===== src/rtl/pipe_pkg.sv =====
// Shared decode constants, cause/state encodings and instruction decode helper
// for the pipeline stall sequencer.
package pipe_pkg;

  localparam logic [5:0] OP_SPECIAL = 6'b000000;
  localparam logic [5:0] OP_JAL     = 6'b000011;
  localparam logic [5:0] FN_JALR    = 6'b001001;
  localparam logic [5:0] FN_MFHI    = 6'b010000;
  localparam logic [5:0] FN_MFLO    = 6'b010010;
  // Mult/div functs are 0110xx: compare only the bits selected by FN_MD_CARE
  localparam logic [5:0] FN_MD_MASK = 6'b011000;
  localparam logic [5:0] FN_MD_CARE = 6'b111100;

  localparam int unsigned MD_CNT_W = 6;

  typedef enum logic [1:0] {
    CAUSE_NONE = 2'd0,
    CAUSE_LOAD = 2'd1,
    CAUSE_LINK = 2'd2,
    CAUSE_MD   = 2'd3
  } cause_e;

  typedef enum logic [1:0] {
    IDLE   = 2'd0,
    S_LOAD = 2'd1,
    S_LINK = 2'd2,
    S_MD   = 2'd3
  } state_e;

  typedef struct packed {
    logic link;
    logic mdOp;
    logic hiloRd;
  } decode_t;

  function automatic decode_t decodeInstr(logic [5:0] opcode, logic [5:0] funct);
    decode_t d;
    d.link   = (opcode == OP_JAL) || (opcode == OP_SPECIAL && funct == FN_JALR);
    d.mdOp   = (opcode == OP_SPECIAL) && ((funct & FN_MD_CARE) == FN_MD_MASK);
    d.hiloRd = (opcode == OP_SPECIAL) && (funct == FN_MFHI || funct == FN_MFLO);
    return d;
  endfunction

endpackage


===== src/rtl/pipe_stall_ctrl_if.sv =====
// ID-stage hazard inputs and stall/launch/debug outputs of the stall sequencer.
interface pipe_stall_ctrl_if #(
  parameter int unsigned CNT_W = 32
);
  logic [31:0]      id_instr;
  logic [4:0]       id_rs;
  logic [4:0]       id_rt;
  logic [4:0]       ex_rt;
  logic             ex_is_load;
  logic             ex_reg_write;
  logic             mem_reg_write;
  logic             wb_reg_write;
  logic             perf_clear;
  logic             pc_enable;
  logic             if_enable;
  logic             control_enable;
  logic             md_go;
  logic             md_busy;
  logic [1:0]       stall_cause;
  logic [CNT_W-1:0] stall_count;

  modport master (
    output id_instr, id_rs, id_rt, ex_rt, ex_is_load,
           ex_reg_write, mem_reg_write, wb_reg_write, perf_clear,
    input  pc_enable, if_enable, control_enable, md_go, md_busy,
           stall_cause, stall_count
  );

  modport slave (
    input  id_instr, id_rs, id_rt, ex_rt, ex_is_load,
           ex_reg_write, mem_reg_write, wb_reg_write, perf_clear,
    output pc_enable, if_enable, control_enable, md_go, md_busy,
           stall_cause, stall_count
  );
endinterface


===== src/rtl/muldiv_tracker.sv =====
// Launches the multi-cycle mult/div unit and counts down its busy window.
module muldiv_tracker
  import pipe_pkg::*;
#(
  parameter int unsigned MD_CYCLES = 32
) (
  input  logic clk,
  input  logic reset,
  input  logic mdOp,
  input  logic stall,
  output logic mdGo,
  output logic mdBusy
);

  logic [MD_CNT_W-1:0] mdCnt;

  // A stalled op (for any reason) is held in ID and retried, so never launch it
  assign mdGo   = mdOp & ~stall & ~reset;
  assign mdBusy = (mdCnt != '0);

  always_ff @(posedge clk or posedge reset) begin
    if (reset) begin
      mdCnt <= '0;
    end else if (mdGo) begin
      mdCnt <= MD_CNT_W'(MD_CYCLES);
    end else if (mdBusy) begin
      mdCnt <= mdCnt - MD_CNT_W'(1);
    end
  end

endmodule


===== src/rtl/pipe_stall_ctrl.sv =====
// Central ID-stage stall sequencer: load-use, link-write and mult/div hazards,
// registered stall cause and saturating stall-cycle counter.
module pipe_stall_ctrl
  import pipe_pkg::*;
#(
  parameter int unsigned MD_CYCLES = 32,
  parameter int unsigned CNT_W     = 32
) (
  input logic             clk,
  input logic             reset,
  pipe_stall_ctrl_if.slave bus
);

  decode_t          dec;
  logic             loadUse;
  logic             linkWait;
  logic             mdWait;
  logic             stall;
  logic             mdGo;
  logic             mdBusy;
  state_e           state;
  state_e           stateNext;
  cause_e           stallCause;
  logic [CNT_W-1:0] stallCount;
  logic             unusedInstr;

  assign dec         = decodeInstr(bus.id_instr[31:26], bus.id_instr[5:0]);
  assign unusedInstr = ^bus.id_instr[25:6];

  assign loadUse  = bus.ex_is_load && (bus.ex_rt != 5'd0) &&
                    ((bus.ex_rt == bus.id_rs) || (bus.ex_rt == bus.id_rt));
  assign linkWait = dec.link && (bus.ex_reg_write || bus.mem_reg_write || bus.wb_reg_write);
  assign mdWait   = (dec.mdOp || dec.hiloRd) && mdBusy;
  // Pipeline must run freely while reset is held
  assign stall    = ~reset & (loadUse | linkWait | mdWait);

  assign bus.pc_enable      = ~stall;
  assign bus.if_enable      = ~stall;
  assign bus.control_enable = ~stall;
  assign bus.md_go          = mdGo;
  assign bus.md_busy        = mdBusy;
  assign bus.stall_cause    = stallCause;
  assign bus.stall_count    = stallCount;

  muldiv_tracker #(
    .MD_CYCLES (MD_CYCLES)
  ) u_tracker (
    .clk    (clk),
    .reset  (reset),
    .mdOp   (dec.mdOp),
    .stall  (stall),
    .mdGo   (mdGo),
    .mdBusy (mdBusy)
  );

  // Cause FSM: state register
  always_ff @(posedge clk or posedge reset) begin
    if (reset) begin
      state <= IDLE;
    end else begin
      state <= stateNext;
    end
  end

  // Cause FSM: next state is the highest-priority active cause
  always_comb begin
    stateNext = IDLE;
    if (loadUse) begin
      stateNext = S_LOAD;
    end else if (linkWait) begin
      stateNext = S_LINK;
    end else if (mdWait) begin
      stateNext = S_MD;
    end
  end

  // Cause FSM: output decode
  always_comb begin
    stallCause = CAUSE_NONE;
    unique case (state)
      S_LOAD:  stallCause = CAUSE_LOAD;
      S_LINK:  stallCause = CAUSE_LINK;
      S_MD:    stallCause = CAUSE_MD;
      default: stallCause = CAUSE_NONE;
    endcase
  end

  // Saturating stall-cycle counter; clear wins over increment
  always_ff @(posedge clk or posedge reset) begin
    if (reset) begin
      stallCount <= '0;
    end else if (bus.perf_clear) begin
      stallCount <= '0;
    end else if (stall && (stallCount != '1)) begin
      stallCount <= stallCount + CNT_W'(1);
    end
  end

endmodule


===== src/flat_wrapper.sv =====
// flat-port wrapper written by rule: the top's interface ports become plain ports
module pipe_stall_ctrl_flat import pipe_pkg::*;
#(
  parameter int unsigned MD_CYCLES = 32,
  parameter int unsigned CNT_W     = 32
)
  (clk, reset, bus_id_instr, bus_id_rs, bus_id_rt, bus_ex_rt, bus_ex_is_load, bus_ex_reg_write, bus_mem_reg_write, bus_wb_reg_write, bus_perf_clear, bus_pc_enable, bus_if_enable, bus_control_enable, bus_md_go, bus_md_busy, bus_stall_cause, bus_stall_count);
  pipe_stall_ctrl_if #(.CNT_W(CNT_W)) bus_i ();
  input logic clk;
  input logic reset;
  input wire logic [$bits(bus_i.id_instr)-1:0] bus_id_instr;
  input wire logic [$bits(bus_i.id_rs)-1:0] bus_id_rs;
  input wire logic [$bits(bus_i.id_rt)-1:0] bus_id_rt;
  input wire logic [$bits(bus_i.ex_rt)-1:0] bus_ex_rt;
  input wire logic [$bits(bus_i.ex_is_load)-1:0] bus_ex_is_load;
  input wire logic [$bits(bus_i.ex_reg_write)-1:0] bus_ex_reg_write;
  input wire logic [$bits(bus_i.mem_reg_write)-1:0] bus_mem_reg_write;
  input wire logic [$bits(bus_i.wb_reg_write)-1:0] bus_wb_reg_write;
  input wire logic [$bits(bus_i.perf_clear)-1:0] bus_perf_clear;
  output wire logic [$bits(bus_i.pc_enable)-1:0] bus_pc_enable;
  output wire logic [$bits(bus_i.if_enable)-1:0] bus_if_enable;
  output wire logic [$bits(bus_i.control_enable)-1:0] bus_control_enable;
  output wire logic [$bits(bus_i.md_go)-1:0] bus_md_go;
  output wire logic [$bits(bus_i.md_busy)-1:0] bus_md_busy;
  output wire logic [$bits(bus_i.stall_cause)-1:0] bus_stall_cause;
  output wire logic [$bits(bus_i.stall_count)-1:0] bus_stall_count;
  assign bus_i.id_instr = bus_id_instr;
  assign bus_i.id_rs = bus_id_rs;
  assign bus_i.id_rt = bus_id_rt;
  assign bus_i.ex_rt = bus_ex_rt;
  assign bus_i.ex_is_load = bus_ex_is_load;
  assign bus_i.ex_reg_write = bus_ex_reg_write;
  assign bus_i.mem_reg_write = bus_mem_reg_write;
  assign bus_i.wb_reg_write = bus_wb_reg_write;
  assign bus_i.perf_clear = bus_perf_clear;
  assign bus_pc_enable = bus_i.pc_enable;
  assign bus_if_enable = bus_i.if_enable;
  assign bus_control_enable = bus_i.control_enable;
  assign bus_md_go = bus_i.md_go;
  assign bus_md_busy = bus_i.md_busy;
  assign bus_stall_cause = bus_i.stall_cause;
  assign bus_stall_count = bus_i.stall_count;
  pipe_stall_ctrl #(.MD_CYCLES(MD_CYCLES), .CNT_W(CNT_W)) u_core (.clk(clk), .reset(reset), .bus(bus_i));
endmodule

===== config.mk =====
export PLATFORM = sky130hd
export DESIGN_NAME = pipe_stall_ctrl_flat
export DESIGN_NICKNAME = d
export VERILOG_FILES = /design/src/rtl/pipe_pkg.sv /design/src/rtl/pipe_stall_ctrl_if.sv /design/src/rtl/muldiv_tracker.sv /design/src/rtl/pipe_stall_ctrl.sv /design/src/flat_wrapper.sv
export SDC_FILE = /design/constraint.sdc
export NUM_CORES = 1
export LEC_CHECK = 0
export CAP_MARGIN = 10
export CORE_ASPECT_RATIO = 0.75
export CORE_MARGIN = 2
export CORE_UTILIZATION = 50
export CTS_BUF_LIST = sky130_fd_sc_hd__clkbuf_8
export DETAILED_ROUTE_END_ITERATION = 10
export PLACE_DENSITY = 0.89
export SYNTH_ARGS = -nofsm -noshare
export SYNTH_HDL_FRONTEND = slang
export SYNTH_SLANG_ARGS = --single-unit
export TNS_END_PERCENT = 5

===== constraint.sdc =====
create_clock -name clk -period 5.8 [get_ports clk]
set_input_delay 0.58 -clock clk [delete_from_list [all_inputs] [get_ports clk]]
set_output_delay 0.58 -clock clk [all_outputs]
set_load 0.005 [all_outputs]

==> impl_metrics.tcl <==
set metrics [dict create \
    fin_nets 399 \
    antenna_found_initial 0 \
    powerDensity_nw_per_um2 192 \
    grt_usage 0.239 \
    holdWs_ps 525 \
    tightest_slew_ps 1030 \
    ant_nets 0 \
    hp-class "reg -> reg" \
    cap_violations 0 \
    cts_tree "yes" \
    skew_ps 5.21 \
    path_clk_slew_ps 70 \
    clk_latency_ps 290 \
    setup_viol 0 \
    max_freq_mhz 267 \
    finalSetupTns_ps 0 \
    hpwl_mm 4.80 \
    place_area_um2 3310 \
    r2r_start "u_core.bus.stall_count[3]" \
    grt_pass1_vias 2349 \
    syn-cell-area_um2 2610 \
    slew_violations 0 \
    grt_overflow 0 \
    hold_viol_final 0 \
    rows 22 \
    clock-sinks 40 \
    ys_seq_area_frac 0.384 \
    synthArstFlopShare 1.00 \
    dp_slack_ps 2070 \
    period_share 0.645 \
    fin_area_um2 3400 \
    netlist.area_leader.share 0.384 \
    avgSynthCellArea_um2 9.32 \
    cts_htree_levels 2 \
    post_cts_buffers 0 \
    vias 2510 \
    synth_area_leader_cell "dfrtp_1" \
    dr.pass1.iters 4 \
    postCtsHoldBufs 0 \
    setup.worst_path.start "bus_ex_rt[0]" \
    worstSetupEndpointType "output port" \
    cts_resized 0 \
    arrival_ps 3160 \
    status "complete, no violations" \
    ios 93 \
    cp-start-kind "primary input" \
    rsz0062_at_grt "no" \
    synth_common_cells "dfrtp_1 (40), a21oi_1 (30), o31ai_1 (25), or4_1 (25), nand2_1 (18)" \
    synth_cells 280 \
    required_ps 5220 \
    synth_fp_nets 336 \
    worstHoldStart "u_core.u_tracker.mdCnt[2]" \
    die_area_um2 5820 \
    synth_edf_count 0 \
    drcViolationCount 0 \
    layout_min_cycle_time_ps 3740 \
    core-area_um2 4950 \
    areaGrowthSynthToFinish_pct 30.2 \
    p_leak_nw 1.25 \
    ys_ff_latch 40 \
    placed_cells 396 \
    yosysWarnings 0 \
    critPathKind "in -> out" \
    grt_max_degree 63 \
    setup_slack_ps 2060 \
    clk_path_buf_depth 2 \
    fp.dieH_um 66.6 \
    routed_wirelength_mm 6.80 \
    grt_pass1_wl_mm 11.0 \
    peakVddDrop_uv 175 \
    worstPathMaxFanout 62 \
    insertedDiodeCount 0 \
    total_power_mw 0.652 \
    synthTopCellsByArea "dfrtp_1 (38%), o31ai_1 (7.2%), or4_1 (7.2%)" \
    yosysUniqueCellTypes 51 \
    initialDrtViolationCount 152 \
    wl_per_cell_um 16.8 \
    fin_cells 404 \
    gp_congestion 0.739 \
    yosysMostFrequentCell "dfrtp_1" \
    utilization 0.685 \
    slew_headroom 0.309 \
    portBuffers 72 \
    cts_made_buffers 5 \
    initial_core_util 0.527 \
    clockRootBuffer "clkbuf_8" \
    die_w_um 87.4 \
    ys.flop_type "dfrtp_1" \
    viasPerCell 6.21 \
    drive_gt1_frac 0.0843 \
]
per-layer routing:
metal  track usage  part of all wire  vias up
li1              -                 -     1190
met4        0.0769             0.013        0
met2         0.370              0.49       63
met3        0.0471             0.041       13
met5             0                 0        -
met1         0.336              0.45     1244
report_power, final:
part	switching, mW	leakage (nW)	total (mW)	internal (mW)
combinational	0.0741	0.651	0.144	0.0698
clock	0.0955	0.0538	0.189	0.0936
sequential	0.0180	0.549	0.319	0.301
cell families after synthesis:
family	count (synthesis)	share of synthesized area
compound gates	71	0.177
xor+xnor	11	0.0369
fa+ha+maj	2	0.00959
buf+inv	26	0.0595
flops	40	0.384
mux	5	0.0254
simple gates	125	0.308
state kept, by name, summed over array words and instances (netlist names):
| register | flops |
|---|---|
| u_core.bus.stall_count | 32 |
| u_core.state | 2 |
| u_core.u_tracker.mdCnt | 6 |
worst paths after layout:
check	depth (start not counted)	end	slack [ps]
worst max-delay path	8	bus_md_go	2060
worst min-delay path	2	u_core.u_tracker.mdCnt[2]	520
worst max register to register	6	u_core.bus.stall_count[27]	2740
worst min register to register	2	u_core.u_tracker.mdCnt[2]	520
max in group asynchronous	3	u_core.bus.stall_count[17]	4140
min in group asynchronous	2	u_core.bus.stall_count[2]	850
worst max-delay path: stages:
cell and delay [ps]:
clkdlybuf4s50_1 470, or4_1 550, o21a_1 230, a21oi_4 140
buf_4 470, nand2_1 140, inv_1 80, clkdlybuf4s50_1 490
layout make-up:
cell class              count  area [um^2]
repair buffers             75          743
inverters                   7         26.3
fillers                   387         1560
clock inverters             2         7.51
multi-input cells         214         1460
clock buffers               6         82.6
well taps                  60         75.1
flip-flops and latches     40         1000
cell usage in the layout (no fill, tap or decap), types with 6 or more instances in the layout:
master,count
o31ai_1,25
xnor2_1,11
nand3_1,15
clkbuf_8,6
nand2_1,18
or4_1,25
or3_1,8
nand4_1,7
a21oi_1,30
nor2b_1,6
clkdlybuf4s50_1,72
dfrtp_1,40
nor2_1,7
nor3_1,8
inv_1,9
Note: power is estimated with default switching activity, not from simulation.
